File: config.mk
export PLATFORM = sky130hd
export DESIGN_NAME = logic_unit_arbiter
export DESIGN_NICKNAME = d
export VERILOG_FILES = /design/src/rtl/logic_unit_pkg.sv /design/src/rtl/logic_core.sv /design/src/rtl/logic_unit_arbiter.sv
export SDC_FILE = /design/constraint.sdc
export NUM_CORES = 1
export LEC_CHECK = 0
export CAP_MARGIN = 20
export CELL_PAD_IN_SITES_DETAIL_PLACEMENT = 1
export CELL_PAD_IN_SITES_GLOBAL_PLACEMENT = 1
export CORE_AREA = 10 10 193 195
export CTS_BUF_LIST = sky130_fd_sc_hd__clkbuf_8
export DETAILED_ROUTE_END_ITERATION = 12
export DIE_AREA = 0 0 203 205
export PLACE_DENSITY_LB_ADDON = 0.08
export REMOVE_ABC_BUFFERS = 1
export SYNTH_ARGS = -nofsm -noshare
export SYNTH_HDL_FRONTEND = slang
export SYNTH_HIERARCHICAL = 1
export SYNTH_SLANG_ARGS = --single-unit
File: constraint.sdc
create_clock -name clk -period 3.09 [get_ports clk]
set_clock_uncertainty 0.2 [all_clocks]
set_input_delay 0.7725 -clock clk [delete_from_list [all_inputs] [get_ports clk]]
set_output_delay 0.7725 -clock clk [all_outputs]
set_load 0.02 [all_outputs]
File: src/rtl/logic_unit_pkg.sv
// Shared types and constants for the shared bitwise logic unit and its arbiter.
// Opcode encoding is visible to both requesters and to the combinational core.
package logic_unit_pkg;

    typedef enum logic [1:0] {
        LOP_AND = 2'b00,
        LOP_OR  = 2'b01,
        LOP_XOR = 2'b10,
        LOP_BIC = 2'b11
    } lop_t;

    localparam int LU_WIDTH = 64;

endpackage

File: src/rtl/logic_core.sv
// Purely combinational bitwise unit: AND / OR / XOR / AND-NOT selected by opcode.
// No carries cross bit positions, so the result is exactly WIDTH bits.
module logic_core
    import logic_unit_pkg::*;
#(
    parameter int WIDTH = LU_WIDTH
) (
    input  lop_t             i_op,
    input  logic [WIDTH-1:0] i_a,
    input  logic [WIDTH-1:0] i_b,
    output logic [WIDTH-1:0] o_y
);

    logic [WIDTH-1:0] w_and;
    logic [WIDTH-1:0] w_or;
    logic [WIDTH-1:0] w_xor;
    logic [WIDTH-1:0] w_bic;

    assign w_and = i_a & i_b;
    assign w_or  = i_a | i_b;
    assign w_xor = i_a ^ i_b;
    assign w_bic = i_a & ~i_b;

    always_comb begin
        o_y = w_and;
        case (i_op)
            LOP_AND: o_y = w_and;
            LOP_OR:  o_y = w_or;
            LOP_XOR: o_y = w_xor;
            LOP_BIC: o_y = w_bic;
            default: o_y = w_and;
        endcase
    end

endmodule

File: src/rtl/logic_unit_arbiter.sv
// Round-robin share of one logic_core between two requesters, with a two-stage
// pipeline (operand register, result register) and a backpressured response port.
module logic_unit_arbiter
    import logic_unit_pkg::*;
#(
    parameter int WIDTH = LU_WIDTH,
    parameter int TAG_W = 4
) (
    input  logic             clk,
    input  logic             reset_n,

    input  logic             req0_valid,
    output logic             req0_ready,
    input  logic [1:0]       req0_op,
    input  logic [WIDTH-1:0] req0_a,
    input  logic [WIDTH-1:0] req0_b,
    input  logic [TAG_W-1:0] req0_tag,

    input  logic             req1_valid,
    output logic             req1_ready,
    input  logic [1:0]       req1_op,
    input  logic [WIDTH-1:0] req1_a,
    input  logic [WIDTH-1:0] req1_b,
    input  logic [TAG_W-1:0] req1_tag,

    output logic             resp_valid,
    input  logic             resp_ready,
    output logic [WIDTH-1:0] resp_data,
    output logic             resp_src,
    output logic [TAG_W-1:0] resp_tag,
    output logic             resp_zero
);

    logic             r_last_gnt;

    logic             r_vld_p1;
    lop_t             r_op_p1;
    logic [WIDTH-1:0] r_a_p1;
    logic [WIDTH-1:0] r_b_p1;
    logic [TAG_W-1:0] r_tag_p1;
    logic             r_src_p1;

    logic             r_vld_p2;
    logic [WIDTH-1:0] r_data_p2;
    logic             r_src_p2;
    logic [TAG_W-1:0] r_tag_p2;
    logic             r_zero_p2;

    logic             w_adv1;
    logic             w_adv2;
    logic             w_gnt_vld;
    logic             w_gnt;
    logic             w_hs0;
    logic             w_hs1;
    logic             w_hs;
    logic [WIDTH-1:0] w_core_y;

    assign w_adv2 = !r_vld_p2 | resp_ready;
    assign w_adv1 = !r_vld_p1 | w_adv2;

    // Contested cycles go to the requester opposite the last completed handshake.
    assign w_gnt_vld = req0_valid | req1_valid;
    assign w_gnt     = (req0_valid & req1_valid) ? ~r_last_gnt : req1_valid;

    // Gated by reset_n so neither requester sees ready while the block is held in reset.
    assign req0_ready = reset_n & w_adv1 & w_gnt_vld & ~w_gnt;
    assign req1_ready = reset_n & w_adv1 & w_gnt_vld &  w_gnt;

    assign w_hs0 = req0_valid & req0_ready;
    assign w_hs1 = req1_valid & req1_ready;
    assign w_hs  = w_hs0 | w_hs1;

    logic_core #(
        .WIDTH (WIDTH)
    ) u_core (
        .i_op (r_op_p1),
        .i_a  (r_a_p1),
        .i_b  (r_b_p1),
        .o_y  (w_core_y)
    );

    always_ff @(posedge clk or negedge reset_n) begin
        if (!reset_n) begin
            r_last_gnt <= 1'b1;
            r_vld_p1   <= 1'b0;
            r_op_p1    <= LOP_AND;
            r_a_p1     <= '0;
            r_b_p1     <= '0;
            r_tag_p1   <= '0;
            r_src_p1   <= 1'b0;
            r_vld_p2   <= 1'b0;
            r_data_p2  <= '0;
            r_src_p2   <= 1'b0;
            r_tag_p2   <= '0;
            r_zero_p2  <= 1'b0;
        end else begin
            if (w_hs) begin
                r_last_gnt <= w_gnt;
            end

            // Stage 1: operand register, loaded with the granted request
            if (w_adv1) begin
                r_vld_p1 <= w_hs;
                r_src_p1 <= w_gnt;
                r_op_p1  <= lop_t'(w_gnt ? req1_op  : req0_op);
                r_a_p1   <= w_gnt ? req1_a   : req0_a;
                r_b_p1   <= w_gnt ? req1_b   : req0_b;
                r_tag_p1 <= w_gnt ? req1_tag : req0_tag;
            end

            // Stage 2: result register; zero flag captured alongside the data
            if (w_adv2) begin
                r_vld_p2  <= r_vld_p1;
                r_data_p2 <= w_core_y;
                r_zero_p2 <= (w_core_y == '0);
                r_src_p2  <= r_src_p1;
                r_tag_p2  <= r_tag_p1;
            end
        end
    end

    assign resp_valid = r_vld_p2;
    assign resp_data  = r_data_p2;
    assign resp_src   = r_src_p2;
    assign resp_tag   = r_tag_p2;
    assign resp_zero  = r_zero_p2;

endmodule

## After elaboration in Yosys (flattened, before gate mapping)

Cells that the tools add are included.

- Logic and storage cells: 43
- Input port bits: 273
- Register bits: 208
- Output and inout bits: 73

- Equality and inequality tests: 3
- Multiplexer cells: 6
- Bitwise operators: 18
- Reduce and logical (&&, ||, !) cells: 4

Operator list:

| cell | count |
|---|---|
| case mux 64 bit (4 select lines) | 1 |
| bitwise AND 64 bit | 2 |
| 2-to-1 mux 64 bit | 2 |
| zero test 64 bit | 1 |
| inverter 64 bit | 1 |
| bitwise OR 64 bit | 1 |
| XOR 64 bit | 1 |
| bitwise AND 1 bit | 7 |
| equality test 2 bit, second input constant | 2 |
| 2-to-1 mux 4 bit | 1 |
| bitwise OR 1 bit | 4 |
| equality test 2 x 1 -> 1 bit, second input constant | 1 |
| zero test 1 bit | 2 |
| zero test 2 bit | 1 |
| 2-to-1 mux 2 bit | 1 |
| inverter 1 bit | 2 |
| 2-to-1 mux 1 bit | 1 |

## Longest topological paths before layout

Gate-level depths: netlist (run 1).

- Depth after elaboration: 8
- Depth in mapped cells: 10
- Depth with buffers taken out: 9

## By module

The synthesis (run 1) kept the hierarchy.

Modules (own cells, without submodules):

| module | sequential area each (um^2) | instances | area each (um^2) | cells an instance |
|---|---|---|---|---|
| logic_unit_arbiter | 5206.2 | 1 | 9021.2 | 767 |
| logic_core | 0.0 | 1 | 3485.8 | 552 |

## Worst setup path before layout (run 1)

Ideal clock, no wire load.

- Path type: input to output
- From: input port req1_valid
- To: output port req0_ready
- Arrival: 1776 ps
- Stages: 4
- Path slack: 341 ps
- Required time: 2118 ps
- Path buffers: 2
- Cells stage by stage: a21boi_1 buf_4 buf_4 a211oi_1

- Word-level cells in the longest chain between the ends: 4
- Elaborated cells between the ends (all ways): 6
- Classes of those cells: mux (1); bitwise (5)

Ends and longest elaborated chain:

| item | RTL line | text |
|---|---|---|
| start, declared | logic_unit_arbiter.sv:19 | `input logic req1_valid,` |
| bitwise AND 1 bit | logic_unit_arbiter.sv:63 | `assign w_gnt = (req0_valid & req1_valid) ? ~r_last_gnt : req1_valid;` |
| 2-to-1 mux 1 bit | logic_unit_arbiter.sv:63 |  |
| inverter 1 bit | logic_unit_arbiter.sv:66 | `assign req0_ready = reset_n & w_adv1 & w_gnt_vld & ~w_gnt;` |
| bitwise AND 1 bit * | logic_unit_arbiter.sv:66 |  |
| end, declared | logic_unit_arbiter.sv:13 | `output logic req0_ready,` |

Mark *: on every way between the ends. The rest lies on a longest branch, timed or not.

## Worst setup path after layout (run 1)

- From: input port req0_valid
- To: output port req1_ready

- Word-level cells in the longest chain between the ends: 3
- Elaborated cells between the ends (all ways): 5
- Classes of those cells: mux (1); bitwise (4)

Ends and longest elaborated chain:

| item | RTL line | text |
|---|---|---|
| start, declared | logic_unit_arbiter.sv:12 | `input logic req0_valid,` |
| bitwise OR 1 bit or bitwise AND 1 bit (tied branches) | logic_unit_arbiter.sv:62, logic_unit_arbiter.sv:63 |  |
| bitwise AND 1 bit or 2-to-1 mux 1 bit (tied branches) | logic_unit_arbiter.sv:67, logic_unit_arbiter.sv:63 |  |
| bitwise AND 1 bit * | logic_unit_arbiter.sv:67 | `assign req1_ready = reset_n & w_adv1 & w_gnt_vld & w_gnt;` |
| end, declared | logic_unit_arbiter.sv:20 | `output logic req1_ready,` |

Marks and branches as above.

==> reports/results.tsv, run 1 <==
metric	value	unit
post-synth top area cell	dfrtp_1	
Placement Rows	67	
DR vias/cell	5.00	
vias in the first global route	11600	
Leakage	8.02	nW
pin count of the biggest net entering global routing	143	
Final Util	52.1	%
register area	5210	µm²
power density over cell area	665	nW/µm²
Pwr Total	0.0115	W
post-synthesis sequential area ratio	41.6	%
Post-synth ARST share	100	%
synthesized cell area	12500	µm²
Placeable Area	33300	µm²
CP Launch Type	input port	
Avg Cell Area, Syn	9.48	µm²
worst vdd ir	0.389	mV
run status	finished clean	
most frequent cell after synthesis	dfrtp_1	
initial DRC count	441	
post-route ant nets	0	
Detail Placement HPWL	29300	µm
FF+latch count, synth	208	
Slew Limit Fails	0	
Port-buffer cells	345	
gr usage total	19.1	%
Distinct cells, synth	33	
DIE WIDTH	203	µm
TritonCTS clock tree	done	
Initial Util	37.6	%
FMAX	329	MHz
clk slew on worst S/H paths	0.06	ns
Yosys top cell area share	41.4	%
worst slew pin tran	0.929	ns
endpoints failing setup	0	
die span in y	205	µm
Max-Cap Viols	0	
final-layout fill cell count	3772	
Mapped Cells	1319	
relative slew slack	38.1	%
Hold Path Class	input port to asynchronous set/reset pin	
RSZ-0062 raised after global routing	no	
CP endpoint kind	primary output	
Setup Total Neg Slack	0	ns
number of top-level pins	346	
GPL Wtd Cong	0.744	
drc violations	0	
synth cell count leaders	dfrtp_1 (207), a21oi_1 (198), inv_1 (194), mux2i_1 (134), nor2_1 (134)	
min Tclk post-route	3.04	ns
Final period util	98.3	%
initial antenna violation count	2	
critical path arrival	2.06	ns
CTS sink cnt	208	
cts hold-fix bufs	0	
FF-to-FF path depth	10	
Synth area leaders	dfrtp_1 (41%), mux2i_1 (11%), a21oi_1 (7.9%), ha_1 (6.7%), mux2_2 (6.3%)	
reg2reg end	resp_zero	
die area	41600	µm²
GRT Residual Overflow	0	
Hold Fails Final Rpt	0	
worst hold slack	0.130	ns
worst-skew pair later-pin latency	0.54	ns
Root Buffer	clkbuf_8	
post-DR wirelength/cell	19.2	µm
Diodes inserted	0	
Final Instance Area	17300	µm²
flop2flop setup slack	0.12	ns
Synthesis Warnings	6	
worst-path fanout max	3	
first-pass GRT wire length	63800	µm
Layout area overhead	38.5	%
final layout net count	1988	
CTS H-tree lvls	2	
clock buffer depth	3	
TritonRoute pass-1 iters	7	
multi-input logic area	6160	µm²
vias after detailed routing	10600	
CTS Buf Count	41	
layout cells sized above 1	10.5	%
placed cell areas	16400	µm²
Post-synth top flop	dfrtp_1	
worst reg2reg path startpoint	r_op_p1[0]	
EDFF count, synth	0	
WL final	40800	µm
WP data required	2.12	ns
critical path class	input port to primary output	
==> registers in the layout (all words and copies together) (netlist names) <==
| register | count |
|---|---|
| r_tag_p1 | 4 |
| r_a_p1 | 64 |
| resp_data | 64 |
| resp_src | 1 |
| resp_valid | 1 |
| resp_tag | 4 |
| r_b_p1 | 64 |
| r_src_p1 | 1 |
| r_vld_p1 | 1 |
| r_last_gnt | 1 |
| r_op_p1 | 2 |
| resp_zero | 1 |
==> power breakdown <==
group | switching, W | internal [W] | total, W
clock network | 0.00121 | 0.00155 | 0.00276
logic | 0.00257 | 0.00232 | 0.00489
registers | 0.000454 | 0.00342 | 0.00387
==> cell type report <==
| type | instances | area share (%) |
|---|---|---|
| multi-input cells | 829 | 35.6 |
| flip-flops and latches | 208 | 30.1 |
| repair buffers | 374 | 22.2 |
| clock buffers | 54 | 4.29 |
| inverters | 194 | 4.20 |
| well taps | 448 | 3.24 |
| clock inverters | 19 | 0.448 |
==> layer usage <==
layer  global-route usage, %  share of wire, %  vias up
li1                        -                 -     5120
met5                       0             0.056        -
met1                    23.4                44     5184
met4                    4.34               1.8        4
met3                    4.58               6.1       62
met2                    33.3                49      259
==> critical path, cell delays in order <==
cell	delay, ns
clkdlybuf4s50_1	0.44
buf_4	0.16
a21boi_4	0.13
buf_4	0.17
and3_1	0.24
buf_12	0.14
==> metrics by stage <==
step,setup WS (ns),cells
global placement,-0.182,2048
CTS,0.0365,2123
finish,0.0527,2126
floorplan,-9.00,1231
detailed placement,-0.209,2048
global route,0.00467,2126
==> cell families (layout without fill, tap and decap cells) <==
| logic type | count (synthesis) | after routing | share of synthesized area (%) |
|---|---|---|---|
| flops | 208 | 208 | 41.6 |
| xor+xnor | 64 | 64 | 4.48 |
| simple gates | 226 | 226 | 7.43 |
| mux | 204 | 204 | 17.0 |
| buf+inv | 282 | 641 | 10.0 |
| compound gates | 268 | 268 | 12.7 |
| fa+ha+maj | 67 | 67 | 6.70 |
==> how the worst max path moves through the flow <==
stage / startpoint / to / slack [ns] / depth (start not counted)
after floorplan: req1_valid / req0_ready / -9.00 / 2
after global placement: req0_valid / req0_ready / -0.18 / 5
after detailed placement: req1_valid / req0_ready / -0.21 / 4
after CTS: resp_ready / req1_ready / 0.04 / 6
after global routing: req1_valid / req0_ready / 0.005 / 4
final: req0_valid / req1_ready / 0.05 / 6
==> cells in the final DEF, fill, tap and decap left out, types with 2 or more instances in the layout <==
cell	netlist	final
clkdlybuf4s50_1	0	342
inv_1	194	210
dfrtp_1	207	205
a21oi_1	198	198
mux2i_1	134	134
nor2_1	134	134
mux2_2	70	70
nand2_1	68	67
xor2_1	64	64
ha_1	67	64
a221oi_1	64	61
clkbuf_8	0	54
buf_4	15	16
buf_12	3	12
nor4_1	13	10
nor4_2	3	5
a221oi_2	0	3
ha_4	0	3
nand4_1	2	2
clkinv_2	0	2
dfrtp_2	0	2
==> repair_timing <==
| action | 4_1_cts | 5_1_grt |
|---|---|---|
| setup endpoints to repair | 2 | 3 |
| pin swaps | 2 | 5 |
| buffers inserted | 2 | 3 |
| gates resized for setup | 4 | 9 |
No activity file was read; power rests on OpenSTA's default activity.
==> run 2: changes to the inputs <==
--- a/config.mk
+++ b/config.mk
@@ -12,8 +12,10 @@
 export CTS_BUF_LIST = sky130_fd_sc_hd__clkbuf_8
 export DETAILED_ROUTE_END_ITERATION = 12
 export DIE_AREA = 0 0 203 205
+export MAX_ROUTING_LAYER = met4
 export PLACE_DENSITY_LB_ADDON = 0.08
 export REMOVE_ABC_BUFFERS = 1
+export SKIP_CTS_REPAIR_TIMING = 1
 export SYNTH_ARGS = -nofsm -noshare
 export SYNTH_HDL_FRONTEND = slang
 export SYNTH_HIERARCHICAL = 1
==> run 2 against run 1 <==
Combinational power about the same. Via count decreased by 0.38%. Design area increased by 0.27%. Sequential share of layout area decreased by 0.082 points. First-iteration DRC count decreased by 0.23%. Worst hold slack improved by 0.0036 ns. Clock power about the same. Critical path depth unchanged. Non-clock buffer count increased by 2. Register-to-register slack about the same. Count of clock-buffer cells in the layout unchanged. Cell count increased by 0.19%.
==> reports/results.tsv, run 2 (same netlist as run 1, synthesis figures left out) <==
metric	value	unit	change
run status	finished clean		
Final period util	98.3	%	about the same
WP data required	2.12	ns	about the same
clk slew on worst S/H paths	0.05	ns	about the same
worst slew pin tran	0.950	ns	+0.0209 ns
post-DR wirelength/cell	19.2	µm	about the same
Hold Fails Final Rpt	0		unchanged
worst-path fanout max	3		unchanged
die span in y	205	µm	unchanged
Leakage	8.05	nW	+0.39%
critical path class	input port to primary output		
Placeable Area	33300	µm²	unchanged
dpl cells	2048		unchanged
Layout area overhead	38.9	%	
DR vias/cell	4.97		-0.56%
post-route ant nets	0		unchanged
power density over cell area	664	nW/µm²	-0.16%
Port-buffer cells	345		unchanged
FF-to-FF path depth	10		unchanged
die area	41600	µm²	unchanged
pin count of the biggest net entering global routing	143		unchanged
CTS sink cnt	208		unchanged
clock buffer depth	3		unchanged
worst vdd ir	0.389	mV	about the same
min Tclk post-route	3.04	ns	-0.000518 ns
Detail Placement HPWL	29300	µm	unchanged
CP endpoint kind	primary output		
worst-skew pair later-pin latency	0.54	ns	about the same
CTS H-tree lvls	2		unchanged
vias after detailed routing	10600		-0.38%
CTS Buf Count	41		unchanged
Slew Limit Fails	0		unchanged
flop2flop setup slack	0.12	ns	about the same
critical path arrival	2.06	ns	about the same
commonest non-fill, non-tap cell in the layout	clkdlybuf4s50_1		
vias in the first global route	11600		-0.26%
commonest non-fill, non-tap cells in the layout	clkdlybuf4s50_1 (342), inv_1 (210), dfrtp_1 (205)		
Placement Rows	67		unchanged
RSZ-0062 raised after global routing	no		
Initial Util	37.6	%	unchanged
drc violations	0		unchanged
FMAX	329	MHz	about the same
Final Util	52.2	%	+0.14 points
gr usage total	19.4	%	+0.35 points
layout cells sized above 1	10.7	%	+0.11 points
reg2reg end	resp_zero		
first-pass GRT wire length	63200	µm	-0.95%
initial DRC count	440		-0.23%
GPL Wtd Cong	0.754		+1.2%
WL final	40900	µm	+0.16%
number of top-level pins	346		unchanged
initial antenna violation count	2		unchanged
endpoints failing setup	0		unchanged
Pwr Total	0.0115	W	+0.12%
TritonRoute pass-1 iters	4		-3
Max-Cap Viols	0		unchanged
TritonCTS clock tree	done		
relative slew slack	36.7	%	-1.4 points
worst reg2reg path startpoint	r_op_p1[0]		
GRT Residual Overflow	0		unchanged
final layout net count	1990		+0.10%
Final Non-Filler Cells	2130		+0.19%
DIE WIDTH	203	µm	unchanged
Root Buffer	clkbuf_8		
CP Launch Type	input port		
Hold Path Class	input port to asynchronous set/reset pin		
-- run 2: changes by cell type in the layout (fill, tap and decap cells not counted), sizes merged --
cell           change
diode              +2
buf                +2
clkdlybuf4s15      -1
dlymetal6s2s       +1
-- run 2: worst max path at each step --
stage	from	endpoint	slack, ns	cells after the start
finish	req0_valid	req1_ready	0.05	6
global route	req0_valid	req1_ready	0.009	6
CTS	req1_valid	req0_ready	-0.22	4
detailed placement	req1_valid	req0_ready	-0.21	4
global placement	req0_valid	req0_ready	-0.18	5
floorplan	req1_valid	req0_ready	-9.00	2
-- run 2: routing by layer --
| metal | track usage [%] | vias up | share of wire [%] | wire length (µm) |
|---|---|---|---|---|
| li1 | - | 5126 | - | - |
| met1 | 23.4 | 5162 | 44 | 18000 |
| met2 | 33.0 | 245 | 49 | 19900 |
| met3 | 4.01 | 56 | 5.4 | 2220 |
| met4 | 4.37 | 0 | 2.0 | 802 |
| met5 | - | - | 0 | 0 |
-- run 2: through the flow --
step / setup TNS [ns] / cell area [µm²] / hold slack (ns) / setup WS (ns)
2_1_floorplan: -1239.23 / 12000 / 0.264 / -9.00
3_3_place_gp: -0.245 / 16400 / 0.276 / -0.182
3_5_place_dp: -0.333 / 16400 / 0.289 / -0.209
4_1_cts: -0.365 / 17200 / 0.0983 / -0.221
5_1_grt: 0 / 17400 / 0.116 / 0.00912
6_report: 0 / 17400 / 0.133 / 0.0532
-- run 2: report_power, final --
| part | switching [W] | total [W] | internal [W] |
|---|---|---|---|
| clock | 0.00121 | 0.00276 | 0.00155 |
| sequential | 0.000455 | 0.00388 | 0.00342 |
| combinational | 0.00257 | 0.00490 | 0.00233 |
| total | 0.00423 | 0.0115 | 0.00731 |
-- run 2: area by class of cell --
cell class                 instances  area [µm²]
clock inverter                    19        77.6
fill                            3769       15900
multi-input combinational        829        6160
tap                              448         561
timing repair buffer             376        3890
antenna                            2        5.00
inverter                         194         728
clock buffer                      54         743
sequential                       208        5210
-- run 2: worst max-delay path: stages --
cell,delay (ns)
clkdlybuf4s50_1,0.44
buf_4,0.16
a21boi_4,0.14
buf_4,0.17
and3_1,0.24
buf_12,0.14
